$ cat src/rtl/program_counter.sv
// ============================================================================
// program_counter : CPU instruction-address register with reset/load/increment
// Rev 1.0 - initial release
// ============================================================================
`default_nettype none

module program_counter #(
  parameter int                    DATA_WIDTH  = 32,
  parameter logic [DATA_WIDTH-1:0] INC_STEP    = DATA_WIDTH'(1),
  parameter logic [DATA_WIDTH-1:0] RESET_VALUE = '0
) (
  input  logic                  clk,
  input  logic                  reset,
  input  logic                  increment,
  input  logic                  load,
  input  logic [DATA_WIDTH-1:0] pc_in,
  output logic [DATA_WIDTH-1:0] pc_out
);

  logic [DATA_WIDTH-1:0] r_pc;
  logic [DATA_WIDTH-1:0] w_pc_inc;

  // Carry out of the MSB is dropped, giving modulo-2^DATA_WIDTH wrap.
  assign w_pc_inc = r_pc + INC_STEP;

  always_ff @(posedge clk) begin
    if (reset) begin
      r_pc <= RESET_VALUE;
    end else if (load) begin
      r_pc <= pc_in;
    end else if (increment) begin
      r_pc <= w_pc_inc;
    end
  end

  assign pc_out = r_pc;

endmodule

`default_nettype wire

$ cat config.mk
export PLATFORM = sky130hd
export DESIGN_NAME = program_counter
export DESIGN_NICKNAME = d
export VERILOG_FILES = /design/src/rtl/program_counter.sv
export SDC_FILE = /design/constraint.sdc
export NUM_CORES = 1
export LEC_CHECK = 0
export CORE_ASPECT_RATIO = 0.6
export CORE_MARGIN = 2
export CORE_UTILIZATION = 30
export CTS_CLUSTER_SIZE = 28
export DETAILED_ROUTE_END_ITERATION = 10
export PLACE_DENSITY = 0.59
export SYNTH_ARGS = -nofsm -noshare
export SYNTH_HDL_FRONTEND = slang
export SYNTH_SLANG_ARGS = --single-unit
export TNS_END_PERCENT = 1
$ cat constraint.sdc
create_clock -name clk -period 3.9 [get_ports clk]
set_input_delay 1.17 -clock clk [delete_from_list [all_inputs] [get_ports clk]]
set_output_delay 1.17 -clock clk [all_outputs]
set_load 0.1 [all_outputs]
==> flow_metrics.py, run 1 <==
metrics = {
    "placement": {
        "gp_congestion": 0.7957,
        "dpl.hpwl_um": 4347,
        "placed_area_um2": 2599,
        "numPortBuffers": 67,
    },
    "drt": {
        "routedWlPerCell_um": 15.17,
        "vias_per_cell": 5.390,
        "vias": 2086,
        "post-route-drc-count": 0,
        "firstDrtPassIters": 4,
        "ant_nets": 0,
        "wirelength_um": 5872,
        "first_iter_violations": 124,
    },
    "worst_setup_path": {
        "crit_path_end_kind": "flop",
        "crit_arrival_ps": 3160,
        "crit_path_max_fanout": 8,
        "crit_path_top_delay_cell": "or4_1",
        "slowest_delay_ps": 560,
        "crit_chain": "clkdlybuf4s50_1 > nand2_1 > or4_1 > or4_1 > a311oi_1",
        "crit_type": "primary input to flop",
        "cp.required_ps": 4080,
        "cpLargestDelayFamily": "simple AND/OR/NAND/NOR gates",
        "worst-path-buf-inv": 1,
        "worst_setup_path_start_kind": "primary input",
        "crit_top_cell": "or4_1",
    },
    "sta": {
        "fin_tns_setup_ps": 0,
        "relSlewSlack_pct": 59.83,
        "setup_viol": 0,
        "period_share_pct": 76.23,
        "tightestPinTransition_ps": 597.0,
        "fin_crit_ps": 2973,
        "max_freq_mhz": 336.4,
        "clock-skew-final_ps": 6.397,
        "hold_viol": 0,
        "slew_viol_final": 0,
        "rsz0062_at_grt": "no",
    },
    "clock_tree": {
        "cts_tree": "yes",
        "clock_latency_ps": 280,
        "clockBufferDepth": 2,
        "cts_resized": 0,
        "clk_pin_slew_ps": 70,
        "cts_buffers": 5,
        "cts_hold_buf": 0,
        "cts_setup_buffers": 0,
        "htree_levels": 2,
        "cts_root_buffer": "clkbuf_8",
        "cts_sinks": 32,
    },
    "global_route": {
        "grt_pass1_vias": 1842,
        "grt_max_degree": 31,
        "grt_first_pass_wirelength_um": 9466,
        "overflow": 0,
        "grtUsageMet2_pct": 21.91,
        "grt_use_met1_pct": 26.66,
        "top_usage_layer": "met1",
        "grt_antenna_before_repair": 0,
        "grt.met3_usage_pct": 4.828,
        "globalRouteTotalUtil_pct": 16.95,
    },
    "pwr": {
        "p_total_uw": 975.8,
        "powerDensity_nw_per_um2": 362.1,
        "p_leak_nw": 0.9395,
        "peakVddDrop_mv": 0.1185,
    },
    "finish": {
        "syn_to_final_growth_pct": 40.05,
        "largest_reg_flops": 32,
        "antennaDiodeCount": 0,
        "stdcell_area_um2": 2695,
        "drive_gt1_share_pct": 17.16,
        "fillers": 651,
        "num-nets-final": 340,
    },
    "logic_synthesis": {
        "seq_area_frac_synth_pct": 33.29,
        "ys_async_sr_fraction_pct": 0,
        "synthDistinctLibCells": 44,
        "synth_ff_type": "dfxtp_1",
        "ys_warn_count": 0,
        "synthCells": 241,
        "synth-seq-cells": 32,
        "synth_fp_nets": 278,
        "synth_edf_count": 0,
        "syn_avg_cell_area_um2": 7.985,
        "netlist_area_um2": 1924,
    },
    "die": {
        "fp.dieW_um": 107.4,
        "io_pins": 68,
        "initial_utilization_pct": 31.21,
        "die_y_um": 66.04,
        "core_area_um2": 6166,
        "die-area_um2": 7092,
        "rows": 22,
    },
    "status": {
        "status": "finished clean",
    },
    "flow_run": {
        "drv_cap": 0,
    },
    "hold_path": {
        "min_path_type": "flop to flop",
    },
}
==> tightest hold or removal path: stages (launching register included) <==
cell,delay [ps]
dfxtp_1,340
o21ai_0,80
a311oi_1,80
==> kinds of logic after synthesis <==
logic type / count (synthesis) / synth area share [%]
muxes: 1 / 0.5202
and+or+nand+nor: 111 / 33.16
AOI/OAI and AO/OA: 55 / 21.39
DFF: 32 / 33.29
xor gates and xnor gates: 11 / 5.006
buffers and inverters: 30 / 5.982
adders and majority gates: 1 / 0.6501
==> cell type report <==
class                      count  area, µm²  area share, %
clock buffer                   7      96.34          3.575
inverter                      11      41.29          1.532
multi-input combinational    179       1169          43.36
sequential                    32      640.6          23.77
tap                           84      105.1          3.900
timing repair buffer          74      643.1          23.86
==> power breakdown <==
| part | leakage (nW) | internal, mW | switching, mW |
|---|---|---|---|
| clock network | 0.0503 | 0.157 | 0.121 |
| registers | 0.266 | 0.350 | 0.0375 |
| logic | 0.623 | 0.0888 | 0.221 |
==> layout by cell type, fill, tap and decap left out, types with 8 or more instances in the layout <==
cell             count
a211oi_1            12
a311oi_1            10
buf_4               39
clkdlybuf4s50_1     35
dfxtp_1             32
inv_1               10
nand2_1             14
nand3_1             12
nand4_1             11
nor2_1              28
nor4_1               8
==> per-stage QoR <==
| stage | hold WS (ps) | worst slack, ps | cells | util (%) |
|---|---|---|---|---|
| after global routing | 576.6 | 721.0 | 387 | 43.71 |
| after CTS | 542.8 | 928.8 | 387 | 43.71 |
| final | 543.6 | 927.0 | 387 | 43.71 |
| after detailed placement | 531.8 | 633.1 | 380 | 42.15 |
| after floorplan | 961.9 | 1176 | 241 | - |
| after global placement | 525.7 | 667.4 | 380 | 42.15 |
==> Yosys cell counts (2+ instances only) <==
cell type / number / area (µm²)
a311oi_1: 10 / 87.58
clkbuf_1: 15 / 56.30
nor4_1: 8 / 50.05
o31ai_1: 4 / 30.03
buf_1: 2 / 7.510
a2111oi_0: 6 / 52.55
nand2_1: 14 / 52.55
dfxtp_1: 32 / 640.6
or4_1: 7 / 52.55
nor4b_1: 2 / 17.52
inv_1: 10 / 37.54
nor2_1: 28 / 105.1
and3_1: 4 / 25.02
nand4_1: 11 / 68.82
xnor2_1: 6 / 52.55
a21oi_1: 6 / 30.03
o311ai_1: 2 / 17.52
o21ai_0: 6 / 30.03
o211ai_1: 2 / 15.01
and4_1: 4 / 35.03
or3_1: 5 / 31.28
buf_2: 2 / 10.01
nand3_1: 12 / 60.06
xor2_1: 5 / 43.79
nor3_1: 4 / 20.02
nor3b_1: 5 / 37.54
a211oi_1: 12 / 90.09
==> final timing paths <==
| path | start | slack [ps] | end | depth (start not counted) |
|---|---|---|---|---|
| min reg2reg | pc_out[14]$_SDFFE_PP0P_ | 540 | pc_out[14]$_SDFFE_PP0P_ | 2 |
| min | pc_out[14]$_SDFFE_PP0P_ | 540 | pc_out[14]$_SDFFE_PP0P_ | 2 |
| max reg2reg | pc_out[11]$_SDFFE_PP0P_ | 1530 | pc_out[20]$_SDFFE_PP0P_ | 4 |
| max | increment | 930 | pc_out[16]$_SDFFE_PP0P_ | 5 |
==> metal layers <==
layer  share of wire, %  vias to the layer above
met5                  0                        -
met4               0.63                        0
met1                 54                      954
met3                8.0                        5
li1                   -                     1057
met2                 37                       70
Note: power is estimated with default switching activity, not from simulation.
==> run 2, diff against run 1 <==
--- a/config.mk
+++ b/config.mk
@@ -10,7 +10,7 @@
 export CORE_UTILIZATION = 30
 export CTS_CLUSTER_SIZE = 28
 export DETAILED_ROUTE_END_ITERATION = 10
-export PLACE_DENSITY = 0.59
+export PLACE_DENSITY = 0.61
 export SYNTH_ARGS = -nofsm -noshare
 export SYNTH_HDL_FRONTEND = slang
 export SYNTH_SLANG_ARGS = --single-unit
==> constraint.sdc (replaced) <==
create_clock -name clk -period 2.5 [get_ports clk]
set_input_delay 0.75 -clock clk [delete_from_list [all_inputs] [get_ports clk]]
set_output_delay 0.75 -clock clk [all_outputs]
set_load 0.1 [all_outputs]
==> run 2 against run 1 <==
Net effect: sequential share of layout area down 0.26 points; clock skew down 2.5 ps; critical endpoint is now pc_out[19]$_SDFFE_PP0P_; worst setup slack worse by 870 ps; core utilization up 1.7 points; clock power up 52%; via count up 1.1%; combinational power up 59%; first-iteration DRC count up 9.7%; non-clock buffer count up 8; design area up 3.9%; largest cell class unchanged; critical path type unchanged; die area unchanged; largest power group unchanged.
==> flow_metrics.py, run 2 (synthesis results as in run 1) <==
metrics = {
    "status": {
        "status": "finished clean",
    },
    "sta": {
        "max_freq_mhz": 410.0,
        "setup_viol": 0,
        "rsz0062_at_grt": "no",
        "hold_ws_ps": 523.0,
        "hold_viol": 0,
        "fin_crit_ps": 2439,
        "slew_viol_final": 0,
        "relSlewSlack_pct": 71.67,
        "clock-skew-final_ps": 3.908,
        "period_share_pct": 97.56,
        "tightestPinTransition_ps": 423.6,
    },
    "worst_setup_path": {
        "crit_path_end_kind": "flop",
        "cpLargestDelayFamily": "simple AND/OR/NAND/NOR gates",
        "reg2reg_to": "pc_out[18]$_SDFFE_PP0P_",
        "worst-path-buf-inv": 1,
        "rr_worst_depth": 5,
        "crit_end": "pc_out[19]$_SDFFE_PP0P_",
        "crit_chain": "clkdlybuf4s50_1 > nand3_2 > or4_4 > or4_1 > a311oi_1",
        "r2r_start": "pc_out[0]$_SDFFE_PP0P_",
        "slowest_delay_ps": 590,
        "crit_path_top_delay_cell": "or4_4",
        "path_depth": 5,
        "crit_type": "primary input to flop",
        "startpoint": "increment",
        "worst_setup_path_start_kind": "primary input",
        "reg2reg_setup_slack_ps": 490,
        "crit_arrival_ps": 2630,
        "crit_path_max_fanout": 8,
        "cp.required_ps": 2690,
    },
    "placement": {
        "gp_congestion": 0.8177,
        "dpl.hpwl_um": 4393,
        "placed_area_um2": 2701,
        "numPortBuffers": 67,
        "place_inst": 388,
    },
    "flow_run": {
        "drv_cap": 0,
    },
    "drt": {
        "vias_per_cell": 5.323,
        "vias": 2108,
        "post-route-drc-count": 0,
        "wirelength_um": 5933,
        "firstDrtPassIters": 4,
        "routedWlPerCell_um": 14.98,
        "ant_nets": 0,
        "first_iter_violations": 136,
    },
    "clock_tree": {
        "cts_buffers": 5,
        "cts_tree": "yes",
        "cts_setup_buffers": 0,
        "clockBufferDepth": 2,
        "clk_pin_slew_ps": 70,
        "clock_latency_ps": 280,
        "cts_sinks": 32,
        "cts_root_buffer": "clkbuf_8",
        "htree_levels": 2,
    },
    "global_route": {
        "grt.met3_usage_pct": 5.517,
        "top_usage_layer": "met1",
        "grt_max_degree": 24,
        "grt_antenna_before_repair": 0,
        "grt_first_pass_wirelength_um": 9729,
        "grtUsageMet2_pct": 23.97,
        "grt_use_met1_pct": 26.05,
        "overflow": 0,
        "globalRouteTotalUtil_pct": 17.38,
        "grt_pass1_vias": 1938,
    },
    "finish": {
        "largest_reg_flops": 32,
        "seqCellArea_um2": 658.1,
        "layout_common_cells": "buf_4 (45), clkdlybuf4s50_1 (35), nor2_1 (28)",
        "num-nets-final": 348,
        "syn_to_final_growth_pct": 45.45,
        "antennaDiodeCount": 0,
        "layout_commonest_cell": "buf_4",
        "multi_input_area_um2": 1176,
        "fillers": 632,
        "stdcell_count": 396,
        "drive_gt1_share_pct": 24.04,
        "stdcell_area_um2": 2799,
    },
    "pwr": {
        "p_leak_nw": 0.9890,
        "p_total_mw": 1.524,
        "powerDensity_nw_per_um2": 544.4,
        "peakVddDrop_mv": 0.2573,
    },
    "die": {
        "core_area_um2": 6166,
        "initial_utilization_pct": 31.21,
        "die_y_um": 66.04,
        "fp.dieW_um": 107.4,
        "io_pins": 68,
        "die-area_um2": 7092,
        "rows": 22,
    },
    "hold_path": {
        "min_path_type": "flop to flop",
    },
}
[run 2: cell count changes in the layout (fill, tap and decap cells not counted)]
cell | before | now
buf_12 | 0 | 2
buf_4 | 39 | 45
clkbuf_1 | 0 | 2
clkbuf_8 | 7 | 6
dfxtp_1 | 32 | 18
dfxtp_2 | 0 | 14
or4_1 | 7 | 5
or4_4 | 0 | 2
[run 2: layer usage]
metal,vias to the layer above,share of wire (%),wire [µm]
li1,1064,-,-
met1,960,52,3065
met2,77,39,2312
met3,7,8.8,523
met4,0,0.52,31
met5,-,0,0
[run 2: repair_timing]
action | 4_1_cts | 5_1_grt
pin swaps | 0 | 0
endpoints found under the setup margin | 1 | 2
cloned | 0 | 0
hold buffers | 0 | 0
resized for setup | 1 | 1
[run 2: power by group]
group / total (mW) / switching [mW] / internal (mW)
registers: 0.609 / 0.0591 / 0.550
logic: 0.493 / 0.346 / 0.147
clock network: 0.422 / 0.197 / 0.225
[run 2: worst reg2reg max path, stage by stage, from the launching register on]
cell and delay (ps):
dfxtp_2 410, ha_1 280, nand2_1 90, or4_4 450, or4_1 420, a311oi_1 260
[run 2: per-stage QoR]
stage	setup slack (ps)	util, %	TNS, ps
2_1_floorplan	-34.99	-	-36.90
6_report	61.03	45.39	0
4_1_cts	56.16	45.33	0
3_3_place_gp	-261.5	43.81	-1872
5_1_grt	21.56	45.39	0
3_5_place_dp	-298.0	43.81	-2070
[run 2: layout make-up]
cell class	count	area share, %
clock buffers	8	3.219
multi-input cells	179	42.02
well taps	84	3.755
repair buffers	82	26.02
inverters	11	1.475
flip-flops and latches	32	23.51
[run 2: worst min path at each step]
| stage | from | endpoint | slack, ps | cells past startpoint |
|---|---|---|---|---|
| floorplan | pc_out[18]$_SDFFE_PP0P_ | pc_out[18]$_SDFFE_PP0P_ | 740 | 2 |
| finish | pc_out[17]$_SDFFE_PP0P_ | pc_out[17]$_SDFFE_PP0P_ | 520 | 2 |
| global placement | pc_out[18]$_SDFFE_PP0P_ | pc_out[18]$_SDFFE_PP0P_ | 500 | 2 |
| detailed placement | pc_out[18]$_SDFFE_PP0P_ | pc_out[18]$_SDFFE_PP0P_ | 510 | 2 |
| global route | pc_out[17]$_SDFFE_PP0P_ | pc_out[17]$_SDFFE_PP0P_ | 540 | 2 |
| CTS | pc_out[17]$_SDFFE_PP0P_ | pc_out[17]$_SDFFE_PP0P_ | 520 | 2 |
